File: src/rtl/light_phase_sequencer.sv
// Turns DayTime's per-lane green request into timed red/yellow/green lane heads,
// enforcing minimum green, yellow clearance and an all-red gap between directions.
//
//   state   | meaning
//   ALL_RED | every lane red; waits out the clearance and then grants a valid request
//   GREEN   | pair for dir is green; holds until min green is done and another direction asks
//   YELLOW  | pair for dir is yellow; always runs to completion, then goes to ALL_RED
module light_phase_sequencer #(
  parameter int GREEN_MIN  = 8,
  parameter int YELLOW_CYC = 3,
  parameter int ALLRED_CYC = 2,
  parameter int CNT_W      = 8
) (
  input  logic       clk,
  input  logic       rst,
  input  logic [7:0] req_lights,
  output logic [7:0] green,
  output logic [7:0] yellow,
  output logic [7:0] red,
  output logic [1:0] dir,
  output logic       green_start
);

  typedef enum logic [1:0] {
    ALL_RED = 2'd0,
    GREEN   = 2'd1,
    YELLOW  = 2'd2
  } state_t;

  state_t           state;
  logic [CNT_W-1:0] timer;
  logic             req_valid;
  logic [1:0]       req_dir;

  function automatic logic [7:0] pair_mask(input logic [1:0] d);
    logic [7:0] m;
    case (d)
      2'd0:    m = 8'h03;
      2'd1:    m = 8'h0C;
      2'd2:    m = 8'h30;
      default: m = 8'hC0;
    endcase
    return m;
  endfunction

  // Only a single complete lane pair counts as a request; anything else is ignored.
  always_comb begin
    req_valid = 1'b0;
    req_dir   = 2'd0;
    case (req_lights)
      8'h03: begin req_valid = 1'b1; req_dir = 2'd0; end
      8'h0C: begin req_valid = 1'b1; req_dir = 2'd1; end
      8'h30: begin req_valid = 1'b1; req_dir = 2'd2; end
      8'hC0: begin req_valid = 1'b1; req_dir = 2'd3; end
      default: begin req_valid = 1'b0; req_dir = 2'd0; end
    endcase
  end

  always_ff @(posedge clk) begin
    if (rst) begin
      state       <= ALL_RED;
      timer       <= CNT_W'(ALLRED_CYC - 1);
      dir         <= 2'd0;
      green       <= 8'h00;
      yellow      <= 8'h00;
      red         <= 8'hFF;
      green_start <= 1'b0;
    end else begin
      green_start <= 1'b0;
      case (state)
        ALL_RED: begin
          if (timer != '0) begin
            timer <= timer - 1'b1;
          end else if (req_valid) begin
            state       <= GREEN;
            dir         <= req_dir;
            timer       <= CNT_W'(GREEN_MIN - 1);
            green       <= pair_mask(req_dir);
            yellow      <= 8'h00;
            red         <= ~pair_mask(req_dir);
            green_start <= 1'b1;
          end
        end
        GREEN: begin
          if (timer != '0) begin
            timer <= timer - 1'b1;
          end else if (req_valid && (req_dir != dir)) begin
            state  <= YELLOW;
            timer  <= CNT_W'(YELLOW_CYC - 1);
            green  <= 8'h00;
            yellow <= pair_mask(dir);
            red    <= ~pair_mask(dir);
          end
        end
        YELLOW: begin
          if (timer != '0) begin
            timer <= timer - 1'b1;
          end else begin
            state  <= ALL_RED;
            timer  <= CNT_W'(ALLRED_CYC - 1);
            green  <= 8'h00;
            yellow <= 8'h00;
            red    <= 8'hFF;
          end
        end
        default: begin
          state  <= ALL_RED;
          timer  <= CNT_W'(ALLRED_CYC - 1);
          green  <= 8'h00;
          yellow <= 8'h00;
          red    <= 8'hFF;
        end
      endcase
    end
  end

endmodule

File: config.mk
export PLATFORM = sky130hd
export DESIGN_NAME = light_phase_sequencer
export DESIGN_NICKNAME = d
export VERILOG_FILES = /design/src/rtl/light_phase_sequencer.sv
export SDC_FILE = /design/constraint.sdc
export NUM_CORES = 1
export LEC_CHECK = 0
export CAP_MARGIN = 20
export CORE_MARGIN = 1.5
export CORE_UTILIZATION = 48
export DETAILED_ROUTE_END_ITERATION = 10
export PLACE_DENSITY = 0.88
export SLEW_MARGIN = 20
export SYNTH_ARGS = -nofsm -noshare
export SYNTH_HDL_FRONTEND = slang
export SYNTH_SLANG_ARGS = --single-unit
File: constraint.sdc
create_clock -name clk -period 2.7 [get_ports clk]
set_input_delay 0.27 -clock clk [delete_from_list [all_inputs] [get_ports clk]]
set_output_delay 0.27 -clock clk [all_outputs]
set_load 0.01 [all_outputs]
; Word-level counts from Yosys, hierarchy flattened
; Index checks and enable logic that the tools add are counted.
[totals]
regBits = 37
word_cells = 78
[classes]
addsub = 1
eq_ne = 18
mux = 38
bitwise_logic = 4
reduce_logical = 10
[ops]
columns = operator, n
row1 = 8-bit two-way mux, 23
row2 = 8-bit one-hot mux with 3 select lines, 6
row3 = 8-bit inverter, 2
row4 = 2-bit one-hot mux with 3 select lines, 2
row5 = 2-bit two-way mux, 5
row6 = "2-bit != test, second input constant", 5
row7 = "8-bit by 2-bit == test with 1-bit output, second input constant", 1
row8 = "8-bit by 4-bit == test with 1-bit output, second input constant", 1
row9 = "8-bit by 6-bit == test with 1-bit output, second input constant", 1
row10 = "8-bit == test, second input constant", 1
row11 = 8-bit nonzero test, 1
row12 = "8-bit by 1-bit subtractor with 8-bit output, second input constant", 1
row13 = "2-bit by 1-bit == test with 1-bit output, second input constant", 3
row14 = "2-bit == test, second input constant", 3
row15 = 2-bit logical NOT, 3
row16 = "3-bit != test, second input constant", 2
row17 = 5-bit AND reduction, 1
row18 = 4-bit OR reduction, 1
row19 = 3-bit AND reduction, 1
row20 = 3-bit OR reduction, 1
row21 = 1-bit two-way mux, 2
row22 = 2-bit != test, 1
row23 = 1-bit inverter, 2
row24 = 2-bit AND reduction, 1
row25 = 1-bit logical AND, 1

; Depth between registers and ports, before layout
[logic_depth]
depth_word = 12
ltp_mapped = 8

; Worst setup path before layout
; No wires, ideal clock.
[synth_timing]
kind = input to register
startpoint = input port req_lights[4]
endpoint = register timer[0]
setup_time_ns = 0.122
arrival_ns = 1.824
t_required_ns = 2.578
setup_slack_ns = 0.754
stages = 6
path_cell_list = or4_4 > a211o_1 > o211ai_2 > o21ai_1 > and2_1 > a221o_1
[synth_via]
elab_chain_cells = 6
[synth_lines]
columns = item, line
row1 = start: declaration, 16  ; input logic [7:0] req_lights,
row2 = "8-bit == test, or another cell as far along", 50  ; case (req_lights)
row3 = 2-bit one-hot mux with 3 select lines / 4-bit OR reduction (equally long branches), -
row4 = 2-bit != test / 1-bit two-way mux (equally long branches), "87, 50"
row5 = 1-bit logical AND, 87  ; end else if (req_valid && (req_dir != dir)) begin
row6 = 3-bit != test (no line), -
row7 = 2-bit AND reduction (no line) *, -
row8 = end signal: assignment, 86  ; timer <= timer - 1'b1;
row9 = end signal: assignment, 89  ; timer <= CNT_W'(YELLOW_CYC - 1);
row10 = end signal: assignment, 97  ; timer <= timer - 1'b1;
row11 = end: declaration, 31  ; logic [CNT_W-1:0] timer;
; Mark *: on every way between the ends. The rest lies on a longest branch, timed or not.
; A chain may end at the register's enable or synchronous reset.

; Worst setup path in the final report
[layout_timing]
startpoint = input port req_lights[2]
endpoint = register timer[0]
; The elaborated chain is that of the path after synthesis.

==> impl_metrics.yaml <==
status:
  status: "completed"
die:
  num_rows: 19
  core_mm2: 0.00273
  dieArea_mm2: 0.00321
  io_pins: 37
  start_util_pct: 50.5
  die_x_um: 56.6
  die_y_um: 56.6
grt:
  grt_busiest_layer: "met2"
  grt_antenna_before_repair: 0
  grt_util_met3_pct: 3.00
  use_met1_pct: 23.3
  grtUsageMet2_pct: 37.5
  grt_usage_pct: 20.0
  grt_pass1_wl_mm: 5.26
  grt_pass1_vias: 1201
  grt-ovfl-total: 0
  grt_max_degree: 23
clocking:
  root_buffer: "clkbuf_4"
  post_cts.repair.setup_buffers: 0
  clock_latency_ns: 0.31
  htreeDepth: 1
  clk_pin_slew_ns: 0.14
  cts.path.max_buffers: 2
  ctsResizeCount: 0
  cts_sinks: 25
  cts_buffers: 3
  holdBufCountCts: 0
  cts_tree: "built"
setup_path:
  critPathRequiredTime_ns: 2.92
  crit_type: "primary input to flip-flop"
  worstPathCellList: "clkdlybuf4s50_1 -> nor4_2 -> o21ai_2 -> xnor2_1 -> o21ai_1 -> and2_1 -> a221o_1"
  cp.arrival_ns: 2.49
  crit_path_end_kind: "flip-flop"
  cp_max_fo: 5
  timing.reg2reg.setup_slack_ns: 0.50
  cp_slowest_cell: "clkdlybuf4s50_1"
  start_kind: "primary input"
  max_stage_delay_ns: 0.48
pwr:
  combPwrFrac_pct: 35.4
  peakVddDrop_v: 0.000589
  p_per_area_mw_per_mm2: 579
  p_sw_share_pct: 36.7
  power.sequential.fraction_pct: 47.9
  leakagePower_uw: 0.000610
  p_switching_uw: 363
  power_frac_clock_pct: 16.8
  intPower_uw: 626
sta:
  drv_slew: 0
  finalCriticalPeriod_ns: 2.27
  hold_violations: 0
  worst-slew-pin-transition_ns: 0.459
  period_share_pct: 84.1
  max_freq_mhz: 440
  finClkSkew_ns: 0.00426
  setup_viol: 0
  setup_slack_ns: 0.429
  setup_tns_ns: 0
  maxSlewHeadroom_pct: 69.2
  rsz0062_at_grt: "no"
route:
  drcViolationCount: 0
  vias_per_cell: 6.00
  firstDrtPassIters: 4
  totalWireLength_mm: 3.15
  via_count: 1351
  drt-initial-drc-count: 48
  ant_nets: 0
  avgRoutedWirePerCell_um: 14.0
hold_path:
  hp-class: "flip-flop to flip-flop"
layout:
  area.growth.synth_to_final_pct: 23.8
  multi_input_area_um2: 751
  seq_area_um2: 500
  final_nets: 207
  layout-drive-gt1-share_pct: 6.19
  antennaDiodeCount: 0
  n_fill_cell: 250
synthesis:
  ys_seq_area_share_pct: 36.3
  netlist-cell-type-count: 40
  synth_nets: 182
  synthFlopType: "dfxtp_1"
  avgSynthCellArea_um2: 8.12
  async_reset_ff_share_pct: 0
  post_synth_inst_count: 170
  synth_edf_count: 0
  ys_warn_count: 0
  synth_seq_cells: 25
  synth.cell_area_mm2: 0.00138
place:
  place_ws_ns: 0.0965
  gp_congestion: 0.857
  dpl.hpwl_mm: 2.44
  port_buffers: 36
run:
  drv_cap: 0
[per-stage QoR]
stage	std cells	total power, uW	utilization [%]	area (um2)	hold WS, ns
6_report	225	989	62.5	1710	0.480
5_1_grt	225	1050	62.5	1710	0.503
4_1_cts	225	996	62.5	1710	0.482
3_5_place_dp	221	830	61.5	1680	0.463
3_3_place_gp	221	805	61.5	1680	0.457
2_1_floorplan	170	740	-	1380	0.406
[final timing paths]
kind | start | endpoint | depth (start not counted)
hold reg to reg | yellow[3] | yellow[3] | 2
hold / removal | yellow[3] | yellow[3] | 2
setup / recovery | req_lights[2] | timer[0] | 7
setup reg to reg | timer[3] | yellow[6] | 6
[critical path, delay by kind of cell]
kind	cells	cell delay, ns
compound gates	3	0.70
simple gates	2	0.63
xor+xnor	1	0.42
buf+inv	1	0.48
[cell usage after synthesis (3+ instances only)]
library cell	count	area, um2
a21oi_1	13	65.1
a31oi_1	3	18.8
and2_1	4	25.0
buf_4	12	90.1
clkbuf_1	5	18.8
dfxtp_1	25	500
inv_1	4	15.0
nand2_1	25	93.8
nand3_1	4	20.0
nor2_1	15	56.3
nor3_1	9	45.0
nor4_1	4	25.0
nor4bb_1	3	30.0
o21ai_0	5	25.0
or3_1	6	37.5
xnor2_1	3	26.3
[logic make-up after synthesis]
family | count (synthesis) | share of synthesized area [%]
simple gates | 80 | 30.8
compound gates | 37 | 19.2
flops | 25 | 36.3
buf+inv | 22 | 9.34
xor+xnor | 4 | 2.54
fa+ha+maj | 2 | 1.81
[cell usage in the layout (no fill, tap or decap), drive strengths merged, types with 3 or more instances in the layout]
| cell type | instances |
|---|---|
| a31oi | 3 |
| nand3 | 4 |
| nand2 | 25 |
| nor2 | 15 |
| and2 | 4 |
| o21ai | 7 |
| clkbuf | 3 |
| dfxtp | 25 |
| clkdlybuf4s50 | 36 |
| xnor2 | 3 |
| inv | 4 |
| or3 | 6 |
| a21oi | 13 |
| nor4 | 5 |
| nor3 | 9 |
| nor4bb | 3 |
[final cells by class]
class | instances | share of cell area, %
Inverter | 4 | 0.879
Multi-Input combinational cell | 123 | 44.0
Tap cell | 31 | 2.27
Timing Repair Buffer | 38 | 22.0
Clock inverter | 1 | 0.293
Sequential cell | 25 | 29.3
Clock buffer | 3 | 1.32
[registers in the layout, summed over array words and instances (netlist names)]
| name | flops |
|---|---|
| green | 4 |
| timer | 8 |
| red | 4 |
| state | 2 |
| yellow | 4 |
| green_start | 1 |
| dir | 2 |
[power by group through the flow]
stage	Combinational, uW	Sequential, uW	Clock [uW]
4_1_cts	351	472	172
3_5_place_dp	350	480	0
6_report	350	474	166
5_1_grt	391	480	183
3_3_place_gp	327	478	0
2_1_floorplan	271	469	0
[layer usage]
metal / routed length [um] / part of all wire [%]
met1: 1270 / 40
met4: 23 / 0.73
met3: 221 / 7.0
met5: 0 / 0
met2: 1630 / 52
Note: power is estimated with default switching activity, not from simulation.
